$ cat src/rtl/fetch_stage_pkg.sv
// Shared MIPS32 pipeline definitions: reset/bubble constants, PC step,
// the IF/ID bundle reused by decode, and the next-PC source selector.
package mips_pkg;

    localparam int unsigned DATA_W = 32;
    localparam int unsigned ADDR_W = 32;

    localparam logic [DATA_W-1:0] NOP_WORD   = 32'h0000_0000;  // sll $0,$0,0
    localparam logic [ADDR_W-1:0] RESET_PC   = 32'h0000_0000;
    localparam logic [ADDR_W-1:0] EXC_VECTOR = 32'h0000_0080;
    localparam logic [ADDR_W-1:0] PC_STEP    = 32'd4;
    localparam logic [ADDR_W-1:0] ALIGN_MASK = 32'h0000_0003;

    typedef struct packed {
        logic [DATA_W-1:0] instr;
        logic [ADDR_W-1:0] pc4;
        logic              valid;
    } ifid_t;

    typedef enum logic [1:0] {
        PC_SEQ,
        PC_HOLD,
        PC_REDIR,
        PC_TRAP
    } pc_sel_e;

endpackage

$ cat src/rtl/fetch_stage_if.sv
// Instruction-memory bus between the fetch stage (master) and imem (slave).
interface fetch_stage_if #(
    parameter int unsigned DATA_WIDTH    = 32,
    parameter int unsigned ADDRESS_WIDTH = 32
);
    logic [ADDRESS_WIDTH-1:0] pcNew;
    logic [DATA_WIDTH-1:0]    instruct;

    modport master (output pcNew, input instruct);
    modport slave  (input pcNew, output instruct);
endinterface

$ cat src/rtl/fetch_stage_ifid_reg.sv
// IF/ID pipeline register: load when en, hold otherwise; flush/reset bubble.
module ifid_reg
    import mips_pkg::*;
#(
    parameter logic [DATA_W-1:0] NOP_WORD = mips_pkg::NOP_WORD
) (
    input  logic  clk,
    input  logic  rst,
    input  logic  en,
    input  logic  flush,
    input  ifid_t d,
    output ifid_t q
);

    // Reset and flush both insert a bubble; flush outranks a hold.
    always_ff @(posedge clk) begin
        if (rst || flush) begin
            q.instr <= NOP_WORD;
            q.pc4   <= '0;
            q.valid <= 1'b0;
        end else if (en) begin
            q <= d;
        end
    end

endmodule

$ cat src/rtl/fetch_stage.sv
// MIPS32 IF stage: PC register, next-PC mux, IF/ID capture.
// Optional macro FETCH_ALIGN_CHECK_EN traps misaligned redirects to
// EXC_VECTOR and raises a sticky fetch_exc; otherwise targets are aligned.
module fetch_stage
    import mips_pkg::*;
#(
    parameter int unsigned DATA_WIDTH    = 32,
    parameter int unsigned ADDRESS_WIDTH = 32,
    parameter logic [ADDRESS_WIDTH-1:0] RESET_PC = mips_pkg::RESET_PC,
    parameter logic [DATA_WIDTH-1:0]    NOP_WORD = mips_pkg::NOP_WORD
`ifdef FETCH_ALIGN_CHECK_EN
    ,parameter logic [ADDRESS_WIDTH-1:0] EXC_VECTOR = mips_pkg::EXC_VECTOR
`endif
) (
    input  logic                     clk,
    input  logic                     rst,
    input  logic                     stall_if,
    input  logic                     redirect_valid,
    input  logic [ADDRESS_WIDTH-1:0] redirect_target,
    fetch_stage_if.master            imem,
    output logic [DATA_WIDTH-1:0]    ifid_instr,
    output logic [ADDRESS_WIDTH-1:0] ifid_pc4,
    output logic                     ifid_valid
`ifdef FETCH_ALIGN_CHECK_EN
    ,output logic                    fetch_exc
`endif
);

    logic [ADDRESS_WIDTH-1:0] pc_q;
    logic [ADDRESS_WIDTH-1:0] pc_next;
    logic [ADDRESS_WIDTH-1:0] pc_plus4;
    logic [ADDRESS_WIDTH-1:0] target_aligned;
    logic                     misaligned;
    pc_sel_e                  pc_sel;
    ifid_t                    ifid_d;
    ifid_t                    ifid_q;

    assign pc_plus4       = pc_q + PC_STEP;
    assign target_aligned = redirect_target & ~ALIGN_MASK;

`ifdef FETCH_ALIGN_CHECK_EN
    assign misaligned = redirect_valid && ((redirect_target & ALIGN_MASK) != '0);
`else
    assign misaligned = 1'b0;
`endif

    // Next-PC source: redirect outranks stall; a misaligned redirect traps.
    always_comb begin
        pc_sel = PC_SEQ;
        if (redirect_valid) begin
            pc_sel = misaligned ? PC_TRAP : PC_REDIR;
        end else if (stall_if) begin
            pc_sel = PC_HOLD;
        end
    end

    // Next-PC mux.
    always_comb begin
        pc_next = pc_plus4;
        unique case (pc_sel)
            PC_SEQ:   pc_next = pc_plus4;
            PC_HOLD:  pc_next = pc_q;
            PC_REDIR: pc_next = target_aligned;
`ifdef FETCH_ALIGN_CHECK_EN
            PC_TRAP:  pc_next = EXC_VECTOR;
`else
            PC_TRAP:  pc_next = target_aligned;
`endif
            default:  pc_next = pc_plus4;
        endcase
    end

    // PC register.
    always_ff @(posedge clk) begin
        if (rst) begin
            pc_q <= RESET_PC;
        end else begin
            pc_q <= pc_next;
        end
    end

`ifdef FETCH_ALIGN_CHECK_EN
    // Sticky trap flag, cleared only by reset.
    always_ff @(posedge clk) begin
        if (rst) begin
            fetch_exc <= 1'b0;
        end else if (misaligned) begin
            fetch_exc <= 1'b1;
        end
    end
`endif

    assign imem.pcNew   = pc_q;

    assign ifid_d.instr = imem.instruct;
    assign ifid_d.pc4   = pc_plus4;
    assign ifid_d.valid = 1'b1;

    ifid_reg #(
        .NOP_WORD (NOP_WORD)
    ) u_ifid (
        .clk   (clk),
        .rst   (rst),
        .en    (!stall_if),
        .flush (redirect_valid),
        .d     (ifid_d),
        .q     (ifid_q)
    );

    assign ifid_instr = ifid_q.instr;
    assign ifid_pc4   = ifid_q.pc4;
    assign ifid_valid = ifid_q.valid;

endmodule
$ cat src/flat_wrapper.sv
// flat-port wrapper written by rule: the top's interface ports become plain ports
module fetch_stage_flat import mips_pkg::*;
#(
    parameter int unsigned DATA_WIDTH    = 32,
    parameter int unsigned ADDRESS_WIDTH = 32,
    parameter logic [ADDRESS_WIDTH-1:0] RESET_PC = mips_pkg::RESET_PC,
    parameter logic [DATA_WIDTH-1:0]    NOP_WORD = mips_pkg::NOP_WORD

)
  (clk, rst, stall_if, redirect_valid, redirect_target, ifid_instr, ifid_pc4, ifid_valid, imem_pcNew, imem_instruct);
  fetch_stage_if #(.DATA_WIDTH(DATA_WIDTH), .ADDRESS_WIDTH(ADDRESS_WIDTH)) imem_i ();
  input  logic clk;
  input  logic rst;
  input  logic stall_if;
  input  logic redirect_valid;
  input  logic [ADDRESS_WIDTH-1:0] redirect_target;
  output logic [DATA_WIDTH-1:0] ifid_instr;
  output logic [ADDRESS_WIDTH-1:0] ifid_pc4;
  output logic ifid_valid;
  output wire logic [$bits(imem_i.pcNew)-1:0] imem_pcNew;
  input wire logic [$bits(imem_i.instruct)-1:0] imem_instruct;
  assign imem_pcNew = imem_i.pcNew;
  assign imem_i.instruct = imem_instruct;
  fetch_stage #(.DATA_WIDTH(DATA_WIDTH), .ADDRESS_WIDTH(ADDRESS_WIDTH), .RESET_PC(RESET_PC), .NOP_WORD(NOP_WORD)) u_core (.clk(clk), .rst(rst), .stall_if(stall_if), .redirect_valid(redirect_valid), .redirect_target(redirect_target), .imem(imem_i), .ifid_instr(ifid_instr), .ifid_pc4(ifid_pc4), .ifid_valid(ifid_valid));
endmodule
$ cat config.mk
export PLATFORM = sky130hd
export DESIGN_NAME = fetch_stage_flat
export DESIGN_NICKNAME = d
export VERILOG_FILES = /design/src/rtl/fetch_stage_pkg.sv /design/src/rtl/fetch_stage_if.sv /design/src/rtl/fetch_stage_ifid_reg.sv /design/src/rtl/fetch_stage.sv /design/src/flat_wrapper.sv
export SDC_FILE = /design/constraint.sdc
export NUM_CORES = 1
export LEC_CHECK = 0
export CAP_MARGIN = 20
export CORE_MARGIN = 2
export CORE_UTILIZATION = 50
export CTS_BUF_LIST = sky130_fd_sc_hd__clkbuf_8
export DETAILED_ROUTE_END_ITERATION = 6
export DONT_BUFFER_PORTS = 1
export HOLD_SLACK_MARGIN = 0.1
export PLACE_DENSITY = 0.65
export SLEW_MARGIN = 25
export SYNTH_ARGS = -nofsm -noshare
export SYNTH_HDL_FRONTEND = slang
export SYNTH_SLANG_ARGS = --single-unit
export TNS_END_PERCENT = 5
$ cat constraint.sdc
create_clock -name clk -period 2.3 [get_ports clk]
set_input_delay 0.345 -clock clk [delete_from_list [all_inputs] [get_ports clk]]
set_output_delay 0.345 -clock clk [all_outputs]
set_load 0.01 [all_outputs]
* After elaboration in Yosys (flattened, before gate mapping)
Cells that the tools add are included.
Cells by class: add/subtract/negate cells 1, equal/unequal tests 3, mux-type cells 3, reduce and logical (&&, ||, !) cells 3
Operators with widths (number):
- $pmux 32 s2 | 1
- $add 32x3->32 const B | 1
- $eq 2x2->1 const B | 2
- $eq 2x1->1 const B | 1
- $logic_not 2->1 | 1
- $mux 2 | 1
- $reduce_or 2->1 | 1
- $logic_or 1x1->1 | 1
- $mux 1 | 1
Word-level totals: flip-flop bits (word level) 97, bits of input ports 68, output and inout bits 97, word-level logic and storage cells 14

* Depth between registers and ports, before layout
Gate-level depths: netlist of the first run.
word-level depth 5, depth in mapped cells 7, gate-level depth less buffers 5

* By module
From an unflattened synthesis of the first run, not the netlist that was laid out.
Second synthesis, totals: cells, all modules 537, area, all modules 4769.6 um2
By module, submodules not included:
- fetch_stage | times used 1, cells each 327, area an instance 2431.1 um2, sequential area each 600.6 um2
- ifid_reg | times used 1, cells each 210, area an instance 2338.5 um2, sequential area each 1301.2 um2

* Worst setup path before layout of the first run
Ideal clock, no wire load.
path kind flip-flop to flip-flop, start point register u_core.pc_q[2] (netlist: u_core.imem.pcNew[2]), end point register u_core.pc_q[18] (netlist: u_core.imem.pcNew[18]), library setup time 137 ps, data arrival time 2109 ps, required time 2163 ps, path slack 54 ps, cell stages (with the launch flop) 8, buffers on the path 2, period minus slack after synthesis 2246 ps, cell sequence dfxtp_1 > ha_1 > nand4_1 > buf_4 > or4_4 > buf_2 > o311ai_0 > o211ai_1
On the way: longest elaborated chain between the ends 2
Ends and longest elaborated chain:
- start, declared | RTL line fetch_stage.sv:29 | logic [ADDRESS_WIDTH-1:0] pc_q;
- start signal, assigned | RTL line fetch_stage.sv:78 | pc_q <= pc_next;
- $add 32x3->32 | RTL line fetch_stage.sv:38 | assign pc_plus4 = pc_q + PC_STEP;
- $pmux 32 s2 | RTL line fetch_stage.sv:60 | unique case (pc_sel)
Every way passes these cells. A chain may end at the register's enable or synchronous reset.

* Worst setup path after layout of the first run
start point register u_core.pc_q[14] (netlist: u_core.imem.pcNew[14]), end point register u_core.pc_q[23] (netlist: u_core.imem.pcNew[23])
Same word-level chain as after synthesis.

==> results of run 1 <==
==> stage by stage <==
stage                     cell area, µm²  utilization, %  setup WS [ns]  cells
after floorplan                     4520               -         0.0537    544
after global placement              4720            54.1          0.244    635
after detailed placement            4720            54.1          0.175    635
after CTS                           4940            56.6          0.137    654
after global routing                4940            56.6        0.00130    654
final                               4940            56.6          0.176    654
==> flip-flops by register name (all words and copies together), names as in the netlist <==
register	cells
u_core.u_ifid.q	63
u_core.imem.pcNew	30
==> kinds of logic (layout without fill, tap and decap cells) <==
kind of cell,Yosys count,count (layout)
simple gates,204,204
other cells,1,4
buf+inv,66,68
flops,93,93
xor+xnor,21,21
compound gates,123,123
mux,32,32
fa+ha+maj,1,1
==> power breakdown <==
group	total, W	switching, W	internal, W
Sequential	0.00178	0.0000998	0.00168
Combinational	0.000331	0.000181	0.000150
Clock	0.00107	0.000629	0.000442
==> metal layers <==
layer / part of all wire (%) / wire [µm]
met3: 8.1 / 998
met1: 42 / 5210
met2: 47 / 5790
met4: 2.2 / 269
met5: 0 / 0
==> area by class of cell <==
class	instances	area share (%)
Sequential cell	93	37.7
Multi-Input combinational cell	385	48.2
Tap cell	108	2.74
Clock inverter	6	1.09
Timing Repair Buffer	41	6.64
Inverter	11	0.836
Clock buffer	10	2.79
==> worst reg2reg max path, delay by kind of cell, from the launching register on <==
kind,cells,cell delay (ns)
AOI/OAI and AO/OA,1,0.25
DFF,1,0.34
and+or+nand+nor,3,1.44
==> Yosys cell counts (all sizes together), types with 2 or more instances <==
| library cell | n |
|---|---|
| a211oi | 11 |
| a21oi | 20 |
| a221oi | 3 |
| a311o | 2 |
| a311oi | 14 |
| a31oi | 14 |
| and2 | 2 |
| and3 | 5 |
| and4 | 2 |
| buf | 22 |
| clkbuf | 33 |
| dfxtp | 93 |
| inv | 11 |
| mux2i | 32 |
| nand2 | 39 |
| nand2b | 3 |
| nand3 | 15 |
| nand3b | 2 |
| nand4 | 13 |
| nand4b | 2 |
| nor2 | 66 |
| nor2b | 3 |
| nor3 | 18 |
| nor4 | 13 |
| o211ai | 2 |
| o21a | 2 |
| o21ai | 28 |
| o21bai | 4 |
| o311a | 2 |
| o311ai | 2 |
| o31a | 2 |
| o31ai | 10 |
| o41ai | 2 |
| or2 | 2 |
| or3 | 8 |
| or4 | 10 |
| xnor2 | 20 |
==> path summary, 6_finish.rpt <==
kind                                      start                                  to  slack [ns]
min                                    stall_if     u_core.u_ifid.q[5]$_SDFFE_PP0N_        0.12
max reg2reg  u_core.imem.pcNew[14]$_SDFFE_PP0N_  u_core.imem.pcNew[23]$_SDFFE_PP0N_        0.18
min reg2reg     u_core.u_ifid.q[7]$_SDFFE_PP0N_     u_core.u_ifid.q[7]$_SDFFE_PP0N_        0.52
max          u_core.imem.pcNew[14]$_SDFFE_PP0N_  u_core.imem.pcNew[23]$_SDFFE_PP0N_        0.18
==> timing repair <==
item,in CTS,in global routing
endpoints found under the hold margin,22,0
hold buffers,3,0
resized for setup,0,1
setup buffers,0,0
setup endpoints to repair,0,1
==> cells in the final DEF (no fill, tap or decap), drive strengths merged, types with 3 or more instances in the layout <==
cell / instances
nor4: 13
mux2i: 32
nand3: 15
nand2: 39
o21ai: 28
nand4: 13
o31ai: 10
nor2b: 3
a31oi: 14
buf: 38
and3: 5
clkbuf: 10
dfxtp: 93
a311oi: 14
dlygate4sd3: 3
or4: 10
nand2b: 3
inv: 14
a221oi: 3
nor3: 18
conb: 4
or3: 8
a211oi: 11
nor2: 66
o21bai: 4
a21oi: 20
xnor2: 20
==> summary.md, run 1 <==
| Metric | Value |
|---|---|
| Status | `finished clean` |
| Most frequent CP cell | `or4_1` |
| Worst-path cell chain | `nand4_1 > or4_1 > or4_1 > a311oi_1` |
| Post-DR vias/cell | `6.19` |
| Nets@finish | `610` |
| Req. time, crit path | `2.58 ns` |
| Clock skew | `0.0127 ns` |
| Worst path slowest cell | `or4_1` |
| Unrepaired setup endpoints after global routing | `no` |
| Synth Area in Compound Gates | `18.4%` |
| Routability Congestion | `0.843` |
| Worst-case headroom to the max-slew limit | `36.2%` |
| CP top delay family | `simple AND/OR/NAND/NOR gates` |
| Die area | `9790 µm²` |
| Routed wire length | `12,300 µm` |
| Hold crit path type | `in2reg` |
| Root buffer cell | `clkbuf_8` |
| Fin Setup TNS | `0 ns` |
| CORE AREA | `8720 µm²` |
| Setup Viol. Count Final | `0` |
| Number of synthesized flops with an enable pin | `0` |
| I/O pin count | `165` |
| Post-synthesis cell type count | `52` |
| First-pass GRT wire length | `19,700 µm` |
| Pwr/cell area | `645 nW/µm²` |
| Largest net degree at the start of global routing | `79` |
| Peak supply drop | `410 µV` |
| Die Width | `99.0 µm` |
| Max Fclk | `0.471 GHz` |
| Gr usage total | `24.8%` |
| Ys Warns | `0` |
| Combinational family with the most area after synthesis | `simple AND/OR/NAND/NOR gates` |
| Arr. time, crit path | `2.40 ns` |
| Wirelength per Cell | `18.8 µm` |
| Pleak | `1.73 nW` |
| Number of CTS-inserted buffers | `9` |
| Worst Path Max Fanout | `14` |
| IO buf count | `0` |
| Hold_ws | `0.121 ns` |
| DRC | `0` |
| Worst path depth | `4` |
| Top cell type's share of synthesized area | `41.3%` |
| Hold-critical path depth | `2` |
| Overall power | `0.00318 W` |
| Initial cell density of the core | `51.7%` |
| Post-synthesis mux area share | `7.11%` |
| Number of iterations in the first detailed-routing pass | `5` |
| Antenna diodes | `0` |
| Final slew viol count | `0` |
| Row count | `34` |
| Sequential cell area | `1860 µm²` |
| H-tree levels | `3` |
| CTS tree | `built` |
| Post-route ant nets | `0` |
| Mapped Area | `4510 µm²` |
| Initial antenna violation count | `0` |
| Post-route minimum period | `2.12 ns` |
| Clock Sinks | `93` |
| Avg Inst Size Synth | `8.33 µm²` |
| Fillers | `804` |
| Via count | `4,051` |
| Clock transition at path regs | `0.10 ns` |
| Crit. End Element | `flop` |
| Synth area leaders | `dfxtp_1, mux2i_1, nor2_1` |
| Die Y | `99.0 µm` |
| Synth Area in Adders | `0.278%` |
| Worst setup SP type | `flop` |
| Grt total ovfl | `0` |
| Setup CP Type | `reg2reg` |
| Bufs on Longest Clock Path | `2` |
| GRT met2 Usage | `40.4%` |
| Top Usage Layer GRT | `met2` |
| Synth-to-Final Area Change | `9.52%` |
| Asr flop ratio synth | `0%` |
| Number of global-route vias before repair | `3,909` |
| Post-synthesis register bit count | `93` |
| Largest stage delay, worst path | `0.77 ns` |
| Met3 usage | `7.66%` |
| Worst Tran Pin Value | `0.954 ns` |
| Final hold vios | `0` |
| R2R depth | `4` |
| Synth Area in Simple Gates | `22.6%` |
| Skew-Pair Late Insertion Delay | `0.36 ns` |
| Gate Count Post-Synth | `541` |
| Post-DP HPWL | `8640 µm` |
| Post-route clock period utilization | `92.3%` |
| Xor/xnor share of the synthesized area | `4.08%` |
| Share of layout cells above drive strength 1 | `11.0%` |
| Area leader, netlist | `dfxtp_1` |
| Grt met1 use | `31.3%` |
| Top_reg_cell synth | `dfxtp_1` |
| Multi-input gate area | `2380 µm²` |
| Post-synthesis sequential area ratio | `41.3%` |
| 1st-iter DRT viols | `139` |
| Max cap viols | `0` |
| CP bufs+invs | `0` |
Power figures use the tool's default switching activity.
==> inputs of run 2 (changes only) <==
Settings changed: SETUP_SLACK_MARGIN set to 0.4.
==> run 2 against run 1 <==
Net effect: register-to-register slack gained 0.11 ns; worst setup slack gained 0.11 ns; final cell count grew 0.76%; clock power hardly changed; power is 0.56% higher.
==> summary.md, run 2 (synthesized netlist as in run 1, its figures left out) <==
| Metric | Value |
|---|---|
| Hold crit path type | `in2reg` |
| Fillers | `778` |
| Max Fclk | `0.497 GHz` |
| Clock skew | `0.0138 ns` |
| Final hold vios | `0` |
| Multi-input gate area | `2420 µm²` |
| CTS Hold Bufs | `6` |
| Post-route ant nets | `0` |
| Largest reg by FF count | `u_core.u_ifid.q` |
| NetSw | `0.000923 W` |
| Nets@finish | `615` |
| Unrepaired setup endpoints after global routing | `yes` |
| Largest net degree at the start of global routing | `79` |
| I/O pin count | `165` |
| Worst setup SP type | `flop` |
| Post-route minimum period | `2.01 ns` |
| CORE AREA | `8720 µm²` |
| Number of global-route vias before repair | `3,955` |
| Wirelength per Cell | `18.5 µm` |
| Worst Path Max Fanout | `8` |
| Dpl ws | `0.149 ns` |
| Crit. End Element | `flop` |
| Peak supply drop | `386 µV` |
| Post-route clock period utilization | `87.5%` |
| H-tree levels | `3` |
| Pleak | `1.77 nW` |
| Clock share of power | `34.0%` |
| Hold EP | `u_core.imem.pcNew[23]$_SDFFE_PP0N_` |
| RR Endpoint | `u_core.imem.pcNew[28]$_SDFFE_PP0N_` |
| Gr usage total | `25.0%` |
| Fin Setup TNS | `0 ns` |
| Placement Cell Area | `4690 µm²` |
| Routed wire length | `12,200 µm` |
| Fin worst setup slack | `0.288 ns` |
| Most common cell after layout, fill and taps aside | `dfxtp_1` |
| Number of iterations in the first detailed-routing pass | `5` |
| Initial antenna violation count | `0` |
| Worst Hold Launch | `rst` |
| Cells after DPL | `631` |
| Hold-critical path depth | `1` |
| Clock transition at path regs | `0.10 ns` |
| Status | `finished clean` |
| Final slew viol count | `0` |
| Antenna diodes | `0` |
| Clock Sinks | `93` |
| Share of layout cells above drive strength 1 | `12.9%` |
| Post-DR vias/cell | `6.19` |
| Initial cell density of the core | `51.7%` |
| Worst Tran Pin Value | `0.908 ns` |
| Net Sw Frac | `28.8%` |
| Largest register FFs | `63` |
| 1st-iter DRT viols | `165` |
| Skew-Pair Late Insertion Delay | `0.37 ns` |
| Post-DP HPWL | `8400 µm` |
| R2R Setup Slk | `0.29 ns` |
| FF-to-FF Start | `u_core.imem.pcNew[2]$_SDFFE_PP0N_` |
| DRC | `0` |
| Die Y | `99.0 µm` |
| Sequential cell area | `1870 µm²` |
| Grt total ovfl | `0` |
| First-pass GRT wire length | `19,800 µm` |
| R2R depth | `7` |
| Root buffer cell | `clkbuf_8` |
| Bufs on Longest Clock Path | `2` |
| Setup CP Type | `reg2reg` |
| Via count | `4,078` |
| Most frequent cells in the layout | `dfxtp_1, nor2_1, buf_4` |
| Setup Viol. Count Final | `0` |
| Worst-case headroom to the max-slew limit | `39.4%` |
| Design Area, Final | `5020 µm²` |
| Die Width | `99.0 µm` |
| Pwr/cell area | `638 nW/µm²` |
| Synth-to-Final Area Change | `11.3%` |
| Routability Congestion | `0.826` |
| Req. time, crit path | `2.57 ns` |
| Post-route insts no fill | `659` |
| Number of CTS-inserted buffers | `9` |
| IO buf count | `0` |
| P_int | `0.00228 W` |
| Die area | `9790 µm²` |
| Row count | `34` |
| Logic pwr share | `10.3%` |
| Arr. time, crit path | `2.29 ns` |
| Seq pwr share | `55.7%` |
| Max cap viols | `0` |
| CTS tree | `built` |
| Hold_ws | `0.0419 ns` |
==> run 2: power groups by stage <==
stage	logic [W]	clock network [W]	registers, W
final	0.000329	0.00109	0.00179
after global routing	0.000368	0.00117	0.00180
after CTS	0.000329	0.00111	0.00178
after detailed placement	0.000318	0	0.00182
after global placement	0.000310	0	0.00182
after floorplan	0.000266	0	0.00181
==> run 2: area by class of cell <==
| class | count | area share, % |
|---|---|---|
| tap | 108 | 2.69 |
| clock inverter | 6 | 1.07 |
| inverter | 11 | 0.823 |
| timing repair buffer | 46 | 7.18 |
| multi-input combinational | 385 | 48.2 |
| sequential | 93 | 37.3 |
| clock buffer | 10 | 2.74 |
==> run 2: repair_timing <==
action,CTS,global route
buffers inserted,5,1
resized for setup,5,3
pin swaps,4,1
hold endpoints to repair,24,18
endpoints found under the setup margin,22,29
==> run 2: critical path: stages (launching register included) <==
cell,delay [ns]
dfxtp_4,0.42
ha_4,0.15
nand4_1,0.18
buf_4,0.24
nor4_2,0.31
buf_4,0.20
nand2_1,0.07
o311a_1,0.34
==> run 2: metrics by stage <==
stage	utilization [%]	power, W
4_1_cts	57.3	0.00323
6_report	57.5	0.00320
5_1_grt	57.5	0.00334
2_1_floorplan	-	0.00208
3_3_place_gp	53.8	0.00213
3_5_place_dp	53.8	0.00214
==> run 2: worst max path at each step <==
stage,endpoint,depth (start not counted),start,slack [ns]
finish,u_core.imem.pcNew[28]$_SDFFE_PP0N_,7,u_core.imem.pcNew[2]$_SDFFE_PP0N_,0.29
global route,u_core.imem.pcNew[16]$_SDFFE_PP0N_,5,u_core.imem.pcNew[2]$_SDFFE_PP0N_,0.19
detailed placement,u_core.imem.pcNew[20]$_SDFFE_PP0N_,5,u_core.imem.pcNew[3]$_SDFFE_PP0N_,0.15
floorplan,u_core.imem.pcNew[16]$_SDFFE_PP0N_,6,u_core.imem.pcNew[3]$_SDFFE_PP0N_,0.27
global placement,u_core.imem.pcNew[20]$_SDFFE_PP0N_,5,u_core.imem.pcNew[3]$_SDFFE_PP0N_,0.19
CTS,u_core.imem.pcNew[20]$_SDFFE_PP0N_,5,u_core.imem.pcNew[2]$_SDFFE_PP0N_,0.32
==> run 2: routing by layer <==
| metal | part of all wire, % | track usage [%] | routed length (µm) |
|---|---|---|---|
| met1 | 42 | 31.9 | 5180 |
| met5 | 0 | 0 | 0 |
| met4 | 1.9 | 9.91 | 237 |
| met3 | 9.1 | 7.16 | 1120 |
| met2 | 46 | 40.0 | 5670 |
